$ cat src/rtl/aud_dsp_stream.sv
// aud_dsp_stream: fetches mono samples from sample memory and applies the speed control.
// One sample per LRCK frame is presented to the I2S DAC serializer.
// Runs in the BCLK domain. Define AUD_DSP_LINEAR_INTERP_EN to enable linear interpolation
// in slow mode; without it, slow mode holds each sample for N frames.
module aud_dsp_stream #(
  parameter int unsigned ADDR_W = 20,
  parameter int unsigned DATA_W = 16
) (
  input  logic              i_clk,
  input  logic              i_rst_n,
  input  logic              i_daclrck,
  input  logic              i_start,
  input  logic              i_pause,
  input  logic              i_stop,
  input  logic              i_fast,
  input  logic [2:0]        i_speed,
  input  logic [ADDR_W-1:0] i_end_addr,
  output logic              o_rd_req,
  output logic [ADDR_W-1:0] o_rd_addr,
  input  logic              i_rd_valid,
  input  logic [DATA_W-1:0] i_rd_data,
  output logic [DATA_W-1:0] o_dac_data,
  output logic              o_player_en,
  output logic              o_done,
  output logic [1:0]        o_state
);

  typedef enum logic [1:0] {
    StIdle  = 2'd0,
    StFetch = 2'd1,
    StWait  = 2'd2,
    StPause = 2'd3
  } state_e;

  state_e            state_q, state_d;
  logic [ADDR_W-1:0] addr_q, addr_d;
  logic [2:0]        k_q, k_d;
  logic [2:0]        spd_q, spd_d;
  logic              fast_q, fast_d;
  logic [ADDR_W-1:0] end_q, end_d;
  logic              lrck_q;
  logic [DATA_W-1:0] s0_q, s0_d;
  logic [DATA_W-1:0] dac_q, dac_d;
  logic              done_q, done_d;
  // last_q: final sample is on air; the next frame edge ends playback
  logic              last_q, last_d;
  // fetched_q: sample(s) for the current addr are in s0 (and s1)
  logic              fetched_q, fetched_d;
  // pend_q: a read was in flight when pause hit; keep requesting until it lands
  logic              pend_q, pend_d;

  logic              frame_edge;
  logic [3:0]        n_val;
  logic [ADDR_W:0]   step_addr;
  logic              rd_req, rd_done, rd_last;
  logic [DATA_W-1:0] out_sample;

`ifdef AUD_DSP_LINEAR_INTERP_EN
  logic [DATA_W-1:0]        s1_q, s1_d;
  logic                     rd_idx_q, rd_idx_d;
  logic                     interp_on, need_two;
  logic [ADDR_W:0]          addr_p1;
  logic signed [DATA_W:0]   diff;
  logic signed [DATA_W+3:0] prod, quot;
`endif

  assign frame_edge = !lrck_q && i_daclrck;
  assign n_val      = {1'b0, spd_q} + 4'd1;
  // Extra MSB so an advance past the top of the address space cannot wrap.
  assign step_addr  = {1'b0, addr_q} + {{(ADDR_W-3){1'b0}}, (fast_q ? n_val : 4'd1)};
  assign rd_req     = (state_q == StFetch) || ((state_q == StPause) && pend_q);
  assign rd_done    = rd_req && i_rd_valid;

`ifdef AUD_DSP_LINEAR_INTERP_EN
  assign interp_on  = !fast_q && (spd_q != 3'd0);
  assign addr_p1    = {1'b0, addr_q} + {{ADDR_W{1'b0}}, 1'b1};
  assign need_two   = interp_on && (addr_p1 <= {1'b0, end_q});
  assign rd_last    = rd_done && (rd_idx_q || !need_two);
  assign o_rd_addr  = addr_q + {{(ADDR_W-1){1'b0}}, rd_idx_q};
  assign diff       = $signed({s1_q[DATA_W-1], s1_q}) - $signed({s0_q[DATA_W-1], s0_q});
  assign prod       = $signed({{3{diff[DATA_W]}}, diff}) * $signed({{(DATA_W+1){1'b0}}, k_q});
  // Signed division truncates toward zero.
  assign quot       = prod / $signed({{DATA_W{1'b0}}, n_val});
  assign out_sample = interp_on ? (s0_q + quot[DATA_W-1:0]) : s0_q;
`else
  assign rd_last    = rd_done;
  assign o_rd_addr  = addr_q;
  assign out_sample = s0_q;
`endif

  assign o_rd_req    = rd_req;
  assign o_dac_data  = dac_q;
  assign o_player_en = (state_q == StFetch) || (state_q == StWait);
  assign o_done      = done_q;
  assign o_state     = state_q;

  // Next-state: command decode (stop > pause > start), fetch and frame-edge advance.
  always_comb begin
    state_d   = state_q;
    addr_d    = addr_q;
    k_d       = k_q;
    spd_d     = spd_q;
    fast_d    = fast_q;
    end_d     = end_q;
    s0_d      = s0_q;
    dac_d     = dac_q;
    done_d    = 1'b0;
    last_d    = last_q;
    fetched_d = fetched_q;
    pend_d    = pend_q;
`ifdef AUD_DSP_LINEAR_INTERP_EN
    s1_d      = s1_q;
    rd_idx_d  = rd_idx_q;
`endif

    if (frame_edge || i_start) begin
      spd_d  = i_speed;
      fast_d = i_fast;
      end_d  = i_end_addr;
    end

    if (rd_done) begin
`ifdef AUD_DSP_LINEAR_INTERP_EN
      if (!rd_idx_q) s0_d = i_rd_data;
      // Single read (or addr+1 past the end) leaves s1 equal to s0.
      if (rd_idx_q || !need_two) s1_d = i_rd_data;
      rd_idx_d = !rd_last;
`else
      s0_d = i_rd_data;
`endif
      if (rd_last) fetched_d = 1'b1;
    end

    unique case (state_q)
      StIdle: begin
        if (i_start && !i_pause) begin
          state_d   = StFetch;
          addr_d    = '0;
          k_d       = '0;
          fetched_d = 1'b0;
          last_d    = 1'b0;
        end
      end
      StFetch: begin
        // A frame edge here is an underrun: dac_q simply holds.
        if (i_pause) begin
          state_d = StPause;
          pend_d  = !rd_done;
        end else if (rd_last) begin
          state_d = StWait;
        end
      end
      StWait: begin
        if (i_pause) begin
          state_d = StPause;
          pend_d  = 1'b0;
        end else if (frame_edge) begin
          if (last_q) begin
            done_d    = 1'b1;
            state_d   = StIdle;
            addr_d    = '0;
            k_d       = '0;
            dac_d     = '0;
            last_d    = 1'b0;
            fetched_d = 1'b0;
          end else begin
            dac_d = out_sample;
            if (fast_q || (k_q == spd_q)) begin
              k_d = '0;
              if (step_addr > {1'b0, end_q}) begin
                last_d = 1'b1;
              end else begin
                addr_d    = step_addr[ADDR_W-1:0];
                state_d   = StFetch;
                fetched_d = 1'b0;
              end
            end else begin
              k_d = k_q + 3'd1;
            end
          end
        end
      end
      StPause: begin
        if (rd_done) pend_d = 1'b0;
        if (i_start && !i_pause) begin
          state_d = (fetched_q || rd_last) ? StWait : StFetch;
          pend_d  = 1'b0;
        end
      end
      default: state_d = StIdle;
    endcase

    if (i_stop) begin
      state_d   = StIdle;
      addr_d    = '0;
      k_d       = '0;
      dac_d     = '0;
      done_d    = 1'b0;
      last_d    = 1'b0;
      fetched_d = 1'b0;
      pend_d    = 1'b0;
`ifdef AUD_DSP_LINEAR_INTERP_EN
      rd_idx_d  = 1'b0;
`endif
    end
  end

  // State registers with synchronous active-low reset; lrck_q always tracks the pin.
  always_ff @(posedge i_clk) begin
    lrck_q <= i_daclrck;
    if (!i_rst_n) begin
      state_q   <= StIdle;
      addr_q    <= '0;
      k_q       <= '0;
      spd_q     <= '0;
      fast_q    <= 1'b0;
      end_q     <= '0;
      s0_q      <= '0;
      dac_q     <= '0;
      done_q    <= 1'b0;
      last_q    <= 1'b0;
      fetched_q <= 1'b0;
      pend_q    <= 1'b0;
`ifdef AUD_DSP_LINEAR_INTERP_EN
      s1_q      <= '0;
      rd_idx_q  <= 1'b0;
`endif
    end else begin
      state_q   <= state_d;
      addr_q    <= addr_d;
      k_q       <= k_d;
      spd_q     <= spd_d;
      fast_q    <= fast_d;
      end_q     <= end_d;
      s0_q      <= s0_d;
      dac_q     <= dac_d;
      done_q    <= done_d;
      last_q    <= last_d;
      fetched_q <= fetched_d;
      pend_q    <= pend_d;
`ifdef AUD_DSP_LINEAR_INTERP_EN
      s1_q      <= s1_d;
      rd_idx_q  <= rd_idx_d;
`endif
    end
  end

endmodule

$ cat config.mk
export PLATFORM = sky130hd
export DESIGN_NAME = aud_dsp_stream
export DESIGN_NICKNAME = d
export VERILOG_FILES = /design/src/rtl/aud_dsp_stream.sv
export SDC_FILE = /design/constraint.sdc
export NUM_CORES = 1
export LEC_CHECK = 0
export BUFFER_PORTS_ARGS = -buffer_cell sky130_fd_sc_hd__buf_2
export CAP_MARGIN = 20
export CORE_MARGIN = 8
export CORE_UTILIZATION = 45
export CTS_BUF_LIST = sky130_fd_sc_hd__clkbuf_8 sky130_fd_sc_hd__clkbuf_16
export CTS_CLUSTER_SIZE = 20
export DETAILED_ROUTE_END_ITERATION = 7
export GPL_TIMING_DRIVEN = 0
export PLACE_DENSITY = 0.67
export SYNTH_ARGS = -nofsm -noshare
export SYNTH_HDL_FRONTEND = slang
export SYNTH_SLANG_ARGS = --single-unit
$ cat constraint.sdc
create_clock -name i_clk -period 4.9 [get_ports i_clk]
set_input_delay 0.98 -clock i_clk [delete_from_list [all_inputs] [get_ports i_clk]]
set_output_delay 0.98 -clock i_clk [all_outputs]
set_load 0.01 [all_outputs]
==> metrics.md <==
| Metric | Value |
|---|---|
| Final Hold Fails | `0` |
| Max Cap Violations | `0` |
| Most frequent cell on the critical path | `ha_1` |
| Cell Area, Placed | `5000 um^2` |
| Crit Path Max Fanout | `10` |
| Yosys reg bits | `86` |
| Clock root cell | `clkbuf_8` |
| Min Tclk post-route | `4.74 ns` |
| Status | `completed` |
| Horiz. Die Dim | `roughly 110 um` |
| Full die area | `13,200 um^2` |
| Remaining antenna violation count | `0` |
| Post-route setup TNS | `0 ns` |
| Slew headroom | `between 60% and 70%` |
| VDD IR-drop max | `between 0.1 and 0.15 mV` |
| Sw power | `~350 uW` |
| Non-Filler Instances | `761` |
| Cell Chain, Critical Path | `ha_1, xor2_1, and2_1, ha_1, a21o_1, a21oi_4, or3_1, buf_2, and2_1, or2_2, ha_1, nand4_1, or4_4, nor3_2, a31oi_2, o21ai_4, a31oi_4, buf_6, a221o_1` |
| Vias in the first global route | `3,745` |
| IO Count | `88` |
| Gp weighted congestion | `approximately 0.85` |
| Initial cell density of the core | `45.7%` |
| Share of power burned in registers | `53.7%` |
| Core area | `9640 um^2` |
| Placed insts | `about 740` |
| Pre-CTS setup slack | `-0.0839 ns` |
| Fin nets | `702` |
| Worst Max-Slew Pin Slew | `0.592 ns` |
| Hold WS | `between 0.4 and 0.5 ns` |
| Mapped Nets | `~600` |
| H-Tree Level Count | `3` |
| Top FF cell, synth | `dfxtp_1` |
| Via count | `~3,800` |
| Post-synth EDFFs | `0` |
| Clock Latency Late Sink | `0.36 ns` |
| Largest net degree at the start of global routing | `16` |
| Leakage | `2.33 nW` |
| Tot Pwr | `1.35 mW` |
| Combinational power share | `9.1%` |
| HP Class | `reg2reg` |
| Hpwl dp | `between 8 and 9 mm` |
| Initial antenna violation count | `0` |
| CP max stage delay | `0.54 ns` |
| Achievable frequency | `211 MHz` |
| Design area | `5240 um^2` |
| Fin crit share | `96.8%` |
| Register area | `1720 um^2` |
| Gr usage total | `16.8%` |
| Avg Cell Area, Syn | `8.38 um^2` |
| Pre-antenna DRT Iters | `4` |
| Worst-path clk slew | `roughly 0.090 ns` |
| Inserted Diodes | `0` |
| Crit. End Element | `register` |
| Drt wl/cell | `14.3 um` |
| Synthesis warning total | `0` |
| # clock sinks | `86` |
| Routed WL | `10.9 mm` |
| Switching portion of total power | `about a quarter` |
| Share of layout cells above drive strength 1 | `19.6%` |
| Layout Skew | `roughly 0.0097 ns` |
| IO Port Bufs | `86` |
| Setup violators final | `0` |
| Multi-input gate area | `2500 um^2` |
| Global-route wire length before repair | `17.8 mm` |
| Setup Crit Path Kind | `reg2reg` |
| Core Util, Final | `54.3%` |
| Final Max Slew Viols | `0` |
| Critical path launch point type | `register` |
| Asr flop ratio synth | `0%` |
| Sequential-to-total area share from yosys stat | `39.1%` |
| Gr ovfl total | `0` |
| PwrDens | `258 nW/um^2` |
| Mapped Cells | `525` |
| DRC | `0` |
| PnR worst setup slack | `between 0.15 and 0.2 ns` |
| Layout area overhead | `19.0%` |
| WP data arrival | `around 5 ns` |
| Fill cells | `around 960` |
| Hold_buf cts | `0` |
| Internal Power | `1.01 mW` |
| Longest Clk Path Bufs | `2` |
| Synth Cell Area | `between 4000 and 5000 um^2` |
| Core Rows | `36` |
| TritonCTS clock tree | `built` |
| Cell variety after synth | `50` |
| Initial DRC Count | `~160` |
| Slowest cell on the critical path | `or4_4` |
| Clock power frac | `a little under two fifths` |
| Crit path required time | `5.15 ns` |
| Die Span Y | `115 um` |
| CTS buffer count | `9` |
| DR vias/cell | `5.03` |
==> final timing paths <==
check	endpoint	cells after the start	from	slack (ns)
max reg2reg	o_rd_addr[11]	19	spd_q[0]	0.16
min reg2reg	o_dac_data[1]	2	o_dac_data[1]	0.45
min	o_dac_data[1]	2	o_dac_data[1]	0.45
max	o_rd_addr[11]	19	spd_q[0]	0.16
==> per-layer routing <==
layer	wire length, um	global-route usage (%)	up-vias
met5	0	0	-
met4	146	6.65	0
met3	610	3.78	12
met2	4900	26.0	77
met1	5220	22.2	1741
li1	-	-	1997
==> cell usage in the layout (no fill, tap or decap), types with 5 or more instances in the layout <==
cell type	Yosys	routed
xnor2_1	10	10
nand2b_1	6	6
xor2_1	10	10
nor2_1	24	24
buf_2	3	89
o21ai_0	6	6
nand2_1	115	115
inv_1	25	25
dfxtp_1	86	86
a21boi_0	40	40
and3_1	7	7
and2_1	7	7
clkbuf_1	19	19
clkbuf_8	0	9
a22o_1	15	15
ha_1	31	31
a21oi_1	28	27
a21o_1	9	9
nand4_1	6	6
nor2b_1	6	6
a221o_1	5	5
nor3_1	6	5
nand3_1	25	25
==> cell type report <==
type / count / area share, %
Multi-Input combinational cell: 388 / 47.7
Sequential cell: 86 / 32.9
Timing Repair Buffer: 87 / 8.36
Tap cell: 133 / 3.18
Clock buffer: 9 / 2.36
Buffer: 25 / 2.22
Inverter: 26 / 1.86
Clock inverter: 7 / 1.41
==> sequential cells by signal, indices dropped and copies added, names as in the netlist <==
signal and flops:
end_q 20, o_rd_addr 20, o_dac_data 16, out_sample 16
k_q 3, spd_q 3, o_state 2, fast_q 1
fetched_q 1, last_q 1, lrck_q 1, o_done 1
pend_q 1
==> Yosys cell counts (3+ instances only) <==
| cell | count | area, um^2 |
|---|---|---|
| nor2_1 | 24 | 90.1 |
| ha_1 | 31 | 388 |
| nor3_1 | 6 | 30.0 |
| xor2_1 | 10 | 87.6 |
| dfxtp_1 | 86 | 1720 |
| a21oi_1 | 28 | 140 |
| xnor2_1 | 10 | 87.6 |
| nand3_1 | 25 | 125 |
| a21o_1 | 9 | 67.6 |
| clkbuf_1 | 19 | 71.3 |
| nor2b_1 | 6 | 37.5 |
| a21boi_0 | 40 | 300 |
| inv_1 | 25 | 93.8 |
| nand2_1 | 115 | 432 |
| a22o_1 | 15 | 131 |
| nand2b_1 | 6 | 37.5 |
| and2_1 | 7 | 43.8 |
| o21ai_0 | 6 | 30.0 |
| a221o_1 | 5 | 50.1 |
| and3_1 | 7 | 43.8 |
| nand4_1 | 6 | 37.5 |
| buf_2 | 3 | 15.0 |
==> worst max-delay path, delay by kind of cell (launching register included) <==
family	cells	cell delay [ns]
buffers and inverters	2	0.34
AOI/OAI and AO/OA	6	1.06
and+or+nand+nor	7	1.90
xor gates and xnor gates	1	0.13
DFF	1	0.35
adders and majority gates	3	0.85
==> cells by family (layout without fill, tap and decap cells) <==
family          after synthesis  in the layout  synth area share [%]
simple gates                216            216                  22.8
buf+inv                      51            154                  4.78
flops                        86             86                  39.1
compound gates              120            120                  20.0
fa+ha+maj                    32             32                  9.27
xor+xnor                     20             20                  3.98
==> power by group through the flow <==
stage / logic [mW] / clock network [mW] / registers (mW)
6_report: 0.123 / 0.503 / 0.725
5_1_grt: 0.140 / 0.539 / 0.728
4_1_cts: 0.122 / 0.513 / 0.725
3_5_place_dp: 0.121 / 0 / 0.742
3_3_place_gp: 0.118 / 0 / 0.741
2_1_floorplan: 0.0791 / 0 / 0.739
==> timing repair <==
| item | 4_1_cts | 5_1_grt |
|---|---|---|
| setup buffers | 0 | 1 |
| resized for setup | 1 | 6 |
| pin swaps | 0 | 1 |
| setup endpoints to repair | 5 | 22 |
(Power assumes the default switching activity.)
